**src/rtl/sudoku_pkg.sv**
```systemverilog
// Shared widths, limits and the loader state encoding for the sudoku board path.
package sudoku_pkg;
   localparam int NUM_CELLS  = 81;
   localparam int CELL_IDX_W = 7;
   localparam int DIGIT_W    = 4;
   localparam int MAX_DIGIT  = 9;
   localparam int SUM_W      = 10;

   localparam logic [CELL_IDX_W-1:0] CHECKSUM_ERR_CELL = 7'h7F;

   typedef enum logic [2:0] {
      IDLE,
      LOAD,
      VERIFY,
      DONE,
      ERROR
   } loader_state_t;
endpackage

```
**src/rtl/board_loader_if.sv**
```systemverilog
// Digit stream, board-memory bus and status signals of the board loader.
// slave is the loader's view; master is the view of the parent/driver.
interface board_loader_if;
   import sudoku_pkg::*;

   logic                  start;
   logic                  in_valid;
   logic [DIGIT_W-1:0]    in_digit;
   logic                  in_ready;
   logic                  mem_write_en;
   logic                  mem_read_en;
   logic [CELL_IDX_W-1:0] mem_cell_index;
   logic [DIGIT_W-1:0]    mem_data_in;
   logic [DIGIT_W-1:0]    mem_data_out;
   logic                  busy;
   logic                  load_done;
   logic                  load_error;
   logic [CELL_IDX_W-1:0] err_cell;

   modport slave (
      input  start, in_valid, in_digit, mem_data_out,
      output in_ready, mem_write_en, mem_read_en, mem_cell_index, mem_data_in,
             busy, load_done, load_error, err_cell
   );

   modport master (
      output start, in_valid, in_digit, mem_data_out,
      input  in_ready, mem_write_en, mem_read_en, mem_cell_index, mem_data_in,
             busy, load_done, load_error, err_cell
   );
endinterface

```
**src/rtl/board_loader.sv**
```systemverilog
// Streams puzzle digits into the external board memory, rejecting illegal digits.
// Define LOADER_READBACK_EN to add a read-back checksum pass (VERIFY) after loading.
module board_loader #(
   parameter int NUM_CELLS = sudoku_pkg::NUM_CELLS,
   parameter int MAX_DIGIT = sudoku_pkg::MAX_DIGIT
) (
   input logic           clk,
   input logic           rst,
   board_loader_if.slave bus
);
   import sudoku_pkg::*;

   localparam logic [CELL_IDX_W-1:0] LAST_IDX  = CELL_IDX_W'(NUM_CELLS - 1);
   localparam logic [DIGIT_W-1:0]    MAX_D     = DIGIT_W'(MAX_DIGIT);

   loader_state_t         state_reg, state_next;
   logic [CELL_IDX_W-1:0] cell_cnt_reg, cell_cnt_next;
   logic [CELL_IDX_W-1:0] err_cell_reg, err_cell_next;
   logic [SUM_W-1:0]      sum_reg, sum_next;
   logic                  load_error_reg, load_error_next;
   logic                  accept;
   logic                  digit_ok;
   logic                  last_cell;

`ifdef LOADER_READBACK_EN
   logic [CELL_IDX_W-1:0] rd_idx_reg, rd_idx_next;
   logic                  rd_drain_reg, rd_drain_next;
   logic                  rd_valid_reg, rd_valid_next;
   logic [SUM_W-1:0]      rd_sum_reg, rd_sum_next;
   logic [SUM_W-1:0]      readback_total;

   // The final read's data arrives in the drain cycle, so fold it in before comparing.
   assign readback_total = rd_sum_reg + SUM_W'(bus.mem_data_out);
`else
   logic unused_mem_data;
   assign unused_mem_data = ^bus.mem_data_out;
`endif

   assign accept    = (state_reg == LOAD) && bus.in_valid;
   assign digit_ok  = (bus.in_digit <= MAX_D);
   assign last_cell = (cell_cnt_reg == LAST_IDX);

   always_comb begin
      state_next         = state_reg;
      cell_cnt_next      = cell_cnt_reg;
      sum_next           = sum_reg;
      load_error_next    = load_error_reg;
      err_cell_next      = err_cell_reg;
      bus.in_ready       = 1'b0;
      bus.mem_write_en   = 1'b0;
      bus.mem_read_en    = 1'b0;
      bus.mem_cell_index = '0;
      bus.mem_data_in    = '0;
`ifdef LOADER_READBACK_EN
      rd_idx_next   = rd_idx_reg;
      rd_drain_next = rd_drain_reg;
      rd_valid_next = 1'b0;
      rd_sum_next   = rd_sum_reg;
`endif

      case (state_reg)
         IDLE, ERROR: begin
            if (bus.start) begin
               state_next      = LOAD;
               cell_cnt_next   = '0;
               sum_next        = '0;
               load_error_next = 1'b0;
            end
         end

         LOAD: begin
            bus.in_ready       = 1'b1;
            bus.mem_cell_index = cell_cnt_reg;
            bus.mem_data_in    = bus.in_digit;
            if (accept) begin
               if (digit_ok) begin
                  bus.mem_write_en = 1'b1;
                  sum_next         = sum_reg + SUM_W'(bus.in_digit);
                  if (last_cell) begin
`ifdef LOADER_READBACK_EN
                     state_next    = VERIFY;
                     rd_idx_next   = '0;
                     rd_drain_next = 1'b0;
                     rd_sum_next   = '0;
`else
                     state_next    = DONE;
`endif
                  end else begin
                     cell_cnt_next = cell_cnt_reg + 1'b1;
                  end
               end else begin
                  state_next      = ERROR;
                  err_cell_next   = cell_cnt_reg;
                  load_error_next = 1'b1;
               end
            end
         end

`ifdef LOADER_READBACK_EN
         VERIFY: begin
            if (rd_valid_reg)
               rd_sum_next = readback_total;
            if (!rd_drain_reg) begin
               bus.mem_read_en    = 1'b1;
               bus.mem_cell_index = rd_idx_reg;
               rd_valid_next      = 1'b1;
               if (rd_idx_reg == LAST_IDX)
                  rd_drain_next = 1'b1;
               else
                  rd_idx_next = rd_idx_reg + 1'b1;
            end else if (readback_total == sum_reg) begin
               state_next = DONE;
            end else begin
               state_next      = ERROR;
               err_cell_next   = CHECKSUM_ERR_CELL;
               load_error_next = 1'b1;
            end
         end
`endif

         DONE:    state_next = IDLE;
         default: state_next = IDLE;
      endcase
   end

   always_ff @(posedge clk) begin
      if (rst) begin
         state_reg      <= IDLE;
         cell_cnt_reg   <= '0;
         sum_reg        <= '0;
         load_error_reg <= 1'b0;
         err_cell_reg   <= '0;
`ifdef LOADER_READBACK_EN
         rd_idx_reg     <= '0;
         rd_drain_reg   <= 1'b0;
         rd_valid_reg   <= 1'b0;
         rd_sum_reg     <= '0;
`endif
      end else begin
         state_reg      <= state_next;
         cell_cnt_reg   <= cell_cnt_next;
         sum_reg        <= sum_next;
         load_error_reg <= load_error_next;
         err_cell_reg   <= err_cell_next;
`ifdef LOADER_READBACK_EN
         rd_idx_reg     <= rd_idx_next;
         rd_drain_reg   <= rd_drain_next;
         rd_valid_reg   <= rd_valid_next;
         rd_sum_reg     <= rd_sum_next;
`endif
      end
   end

   assign bus.busy       = (state_reg != IDLE);
   assign bus.load_done  = (state_reg == DONE);
   assign bus.load_error = load_error_reg;
   assign bus.err_cell   = err_cell_reg;
endmodule

```
**src/flat_wrapper.sv**
```systemverilog
// flat-port wrapper written by rule: the top's interface ports become plain ports
module board_loader_flat import sudoku_pkg::*;
#(
   parameter int NUM_CELLS = sudoku_pkg::NUM_CELLS,
   parameter int MAX_DIGIT = sudoku_pkg::MAX_DIGIT
)
  (clk, rst, bus_start, bus_in_valid, bus_in_digit, bus_mem_data_out, bus_in_ready, bus_mem_write_en, bus_mem_read_en, bus_mem_cell_index, bus_mem_data_in, bus_busy, bus_load_done, bus_load_error, bus_err_cell);
  board_loader_if bus_i ();
  input logic clk;
  input logic rst;
  input wire logic [$bits(bus_i.start)-1:0] bus_start;
  input wire logic [$bits(bus_i.in_valid)-1:0] bus_in_valid;
  input wire logic [$bits(bus_i.in_digit)-1:0] bus_in_digit;
  input wire logic [$bits(bus_i.mem_data_out)-1:0] bus_mem_data_out;
  output wire logic [$bits(bus_i.in_ready)-1:0] bus_in_ready;
  output wire logic [$bits(bus_i.mem_write_en)-1:0] bus_mem_write_en;
  output wire logic [$bits(bus_i.mem_read_en)-1:0] bus_mem_read_en;
  output wire logic [$bits(bus_i.mem_cell_index)-1:0] bus_mem_cell_index;
  output wire logic [$bits(bus_i.mem_data_in)-1:0] bus_mem_data_in;
  output wire logic [$bits(bus_i.busy)-1:0] bus_busy;
  output wire logic [$bits(bus_i.load_done)-1:0] bus_load_done;
  output wire logic [$bits(bus_i.load_error)-1:0] bus_load_error;
  output wire logic [$bits(bus_i.err_cell)-1:0] bus_err_cell;
  assign bus_i.start = bus_start;
  assign bus_i.in_valid = bus_in_valid;
  assign bus_i.in_digit = bus_in_digit;
  assign bus_i.mem_data_out = bus_mem_data_out;
  assign bus_in_ready = bus_i.in_ready;
  assign bus_mem_write_en = bus_i.mem_write_en;
  assign bus_mem_read_en = bus_i.mem_read_en;
  assign bus_mem_cell_index = bus_i.mem_cell_index;
  assign bus_mem_data_in = bus_i.mem_data_in;
  assign bus_busy = bus_i.busy;
  assign bus_load_done = bus_i.load_done;
  assign bus_load_error = bus_i.load_error;
  assign bus_err_cell = bus_i.err_cell;
  board_loader #(.NUM_CELLS(NUM_CELLS), .MAX_DIGIT(MAX_DIGIT)) u_core (.clk(clk), .rst(rst), .bus(bus_i));
endmodule
```
**config.mk**
```make
export PLATFORM = sky130hd
export DESIGN_NAME = board_loader_flat
export DESIGN_NICKNAME = d
export VERILOG_FILES = /design/src/rtl/sudoku_pkg.sv /design/src/rtl/board_loader_if.sv /design/src/rtl/board_loader.sv /design/src/flat_wrapper.sv
export SDC_FILE = /design/constraint.sdc
export NUM_CORES = 1
export LEC_CHECK = 0
export ABC_AREA = 1
export BUFFER_PORTS_ARGS = -buffer_cell sky130_fd_sc_hd__buf_2
export CAP_MARGIN = 20
export CORE_UTILIZATION = 25
export CTS_CLUSTER_DIAMETER = 100
export DETAILED_ROUTE_END_ITERATION = 12
export GPL_ROUTABILITY_DRIVEN = 0
export PLACE_DENSITY = 0.59
export SLEW_MARGIN = 20
export SYNTH_ARGS = -nofsm -noshare
export SYNTH_HDL_FRONTEND = slang
export SYNTH_SLANG_ARGS = --single-unit
```
**constraint.sdc**
```tcl
create_clock -name clk -period 1.4 [get_ports clk]
set_input_delay 0.28 -clock clk [delete_from_list [all_inputs] [get_ports clk]]
set_output_delay 0.28 -clock clk [all_outputs]
set_load 0.01 [all_outputs]
```
==> metrics <==
outcome=finished with violations; failing checks=setup timing; Routed Antenna Nets=0; vias in the first global route=1,017; input/output buffers=30; most frequent cell after synthesis=nor2_1; Die H=67.53 um; largest cells by area after synthesis=dfxtp_1 (34%), nor2_1 (12%), nand2_1 (10%), inv_1 (7.3%), a21oi_1 (6.1%); sequential-to-total area share from yosys stat=33.57%; CTS sink cnt=18; setup-violating endpoint count in the final report=12; CTS root buf=clkbuf_8; GRT Util Overall=13.29%; Nets=232; Yosys Warn Count=0; syn_nets=180; final WL=2.819 mm; final hold viol count=0; grt ovf=0; Die X=67.53 um; initial core utilization=26.46%; uppermost layer routed=met4; clk_skew=0.9559 ps; Skew-Pair Late Insertion Delay=260 ps; Post-synth EDFFs=0; Met3 Wirelength=139 um; CTS tree=built; Post-synth ARST share=0%; die area=0.004560 mm^2; worst slack, placed=10.34 ps; clock slew at reported path FFs=70 ps; critical path fanouts, max=5; final core area utilization=38.27%; Min Hold Slack=285.0 ps; Min Clock Period, post-route=1459 ps; VDD IR max=0.3946 mV; # IOs=36; Synth top area share=33.57%; Power, Total=1.350 mW; fin. max-slew vios=0; Non-Filler Instances=267; layout cells sized above 1=39.63%; Core Area=0.004058 mm^2; post-synth top area cell=dfxtp_1; DP Cell Count=251; mapped cell area=0.001074 mm^2; critical path class=reg -> out; number of synthesized register bits=18; Ant. Diodes=0; fillcell total=431; WL met2=1.231 mm; Worst setup EP type=primary output; total CTS buffers=3; Main synth FF type=dfxtp_1; Worst Path Arrival=1180 ps; DRT iter0 DRCs=49; initial antenna violation count=0; RSZ-0062 raised after global routing=true; leak pwr=0.7962 nW; post-placement cell area=0.001328 mm^2; crit share post-route=104.2%; Mean Syn Cell Area=6.467 um^2; first-pass GRT wire length=4.602 mm; wire per inst=10.56 um; setup TNS=-567.6 ps; wl on met1=1.402 mm; Hold Path Class=in -> reg; crit start category=flip-flop; final setup margin=-58.89 ps; clk buf depth=2; via count=1,177; Pwr Density=869.6 mW/mm^2; Layout area overhead=44.64%; vias per cell=4.408; synth unique cells=24; fmax=0.6855 GHz; hold buffer count at cts=0; drc violations=0; num rows=23; fin area=0.001553 mm^2; synth cell count leaders=nor2_1 (34), nand2_1 (30), inv_1 (21); pin count of the biggest net entering global routing=16; hpwl dp=2.026 mm; Initial DRT Pass Iterations=4; Worst EP required=1120 ps; Mapped Cells=166; max-cap violation count=0; htree depth=1
==> routing by layer <==
layer / vias up / track usage [%]
met2: 43 / 21.04
met4: 0 / 3.723
met5: - / 0
met1: 512 / 18.30
li1: 617 / -
met3: 5 / 2.196
==> final timing paths <==
check	start	end	slack, ps	depth (start not counted)
worst min-delay path	rst	u_core.state_reg[2]	290	2
worst max register to register	u_core.state_reg[2]	u_core.state_reg[2]	40	9
worst max-delay path	u_core.state_reg[2]	bus_mem_write_en	-60	6
worst min register to register	u_core.bus.load_error	u_core.bus.load_error	480	2
==> power by group <==
part	total (mW)	switching [mW]	leakage [nW]	internal (mW)
clock network	0.431	0.181	0.0288	0.250
registers	0.553	0.0155	0.148	0.538
logic	0.366	0.219	0.619	0.147
==> cells in the final DEF (no fill, tap or decap), drive strengths merged <==
master  instances
a21oi          15
buf            52
clkbuf          4
conb            1
dfxtp          18
ha              2
inv            28
nand2          32
nand3          12
nand4           5
nor2           39
nor3            2
o21ai           7
==> what timing repair did <==
action / in CTS / in global routing
endpoints found under the setup margin: 13 / 32
pin swaps: 3 / 4
cloned: 0 / 1
resized for setup: 13 / 13
setup buffers: 8 / 3
==> cell type report <==
| cell class | instances | area [um^2] | share of cell area [%] |
|---|---|---|---|
| multi-input cells | 115 | 624.3 | 40.21 |
| well taps | 50 | 62.56 | 4.029 |
| repair buffers | 52 | 332.8 | 21.43 |
| inverters | 28 | 110.1 | 7.091 |
| clock buffers | 4 | 55.05 | 3.546 |
| flip-flops and latches | 18 | 367.9 | 23.69 |
==> worst max-delay path: stages (launching register included) <==
cell and delay [ps]:
dfxtp_4 350, inv_4 60, nand3_4 120, nor2_4 120
inv_4 50, nor2_4 110, buf_6 110
==> logic make-up (layout without fill, tap and decap cells) <==
group / after synthesis / after routing / synth area share, %
buffers and inverters: 34 / 84 / 13.64
adders and majority gates: 2 / 2 / 2.331
and+or+nand+nor: 89 / 90 / 39.16
other: 1 / 1 / 0.3493
AOI/OAI and AO/OA: 22 / 22 / 10.96
DFF: 18 / 18 / 33.57
Note: power is estimated with default switching activity, not from simulation.
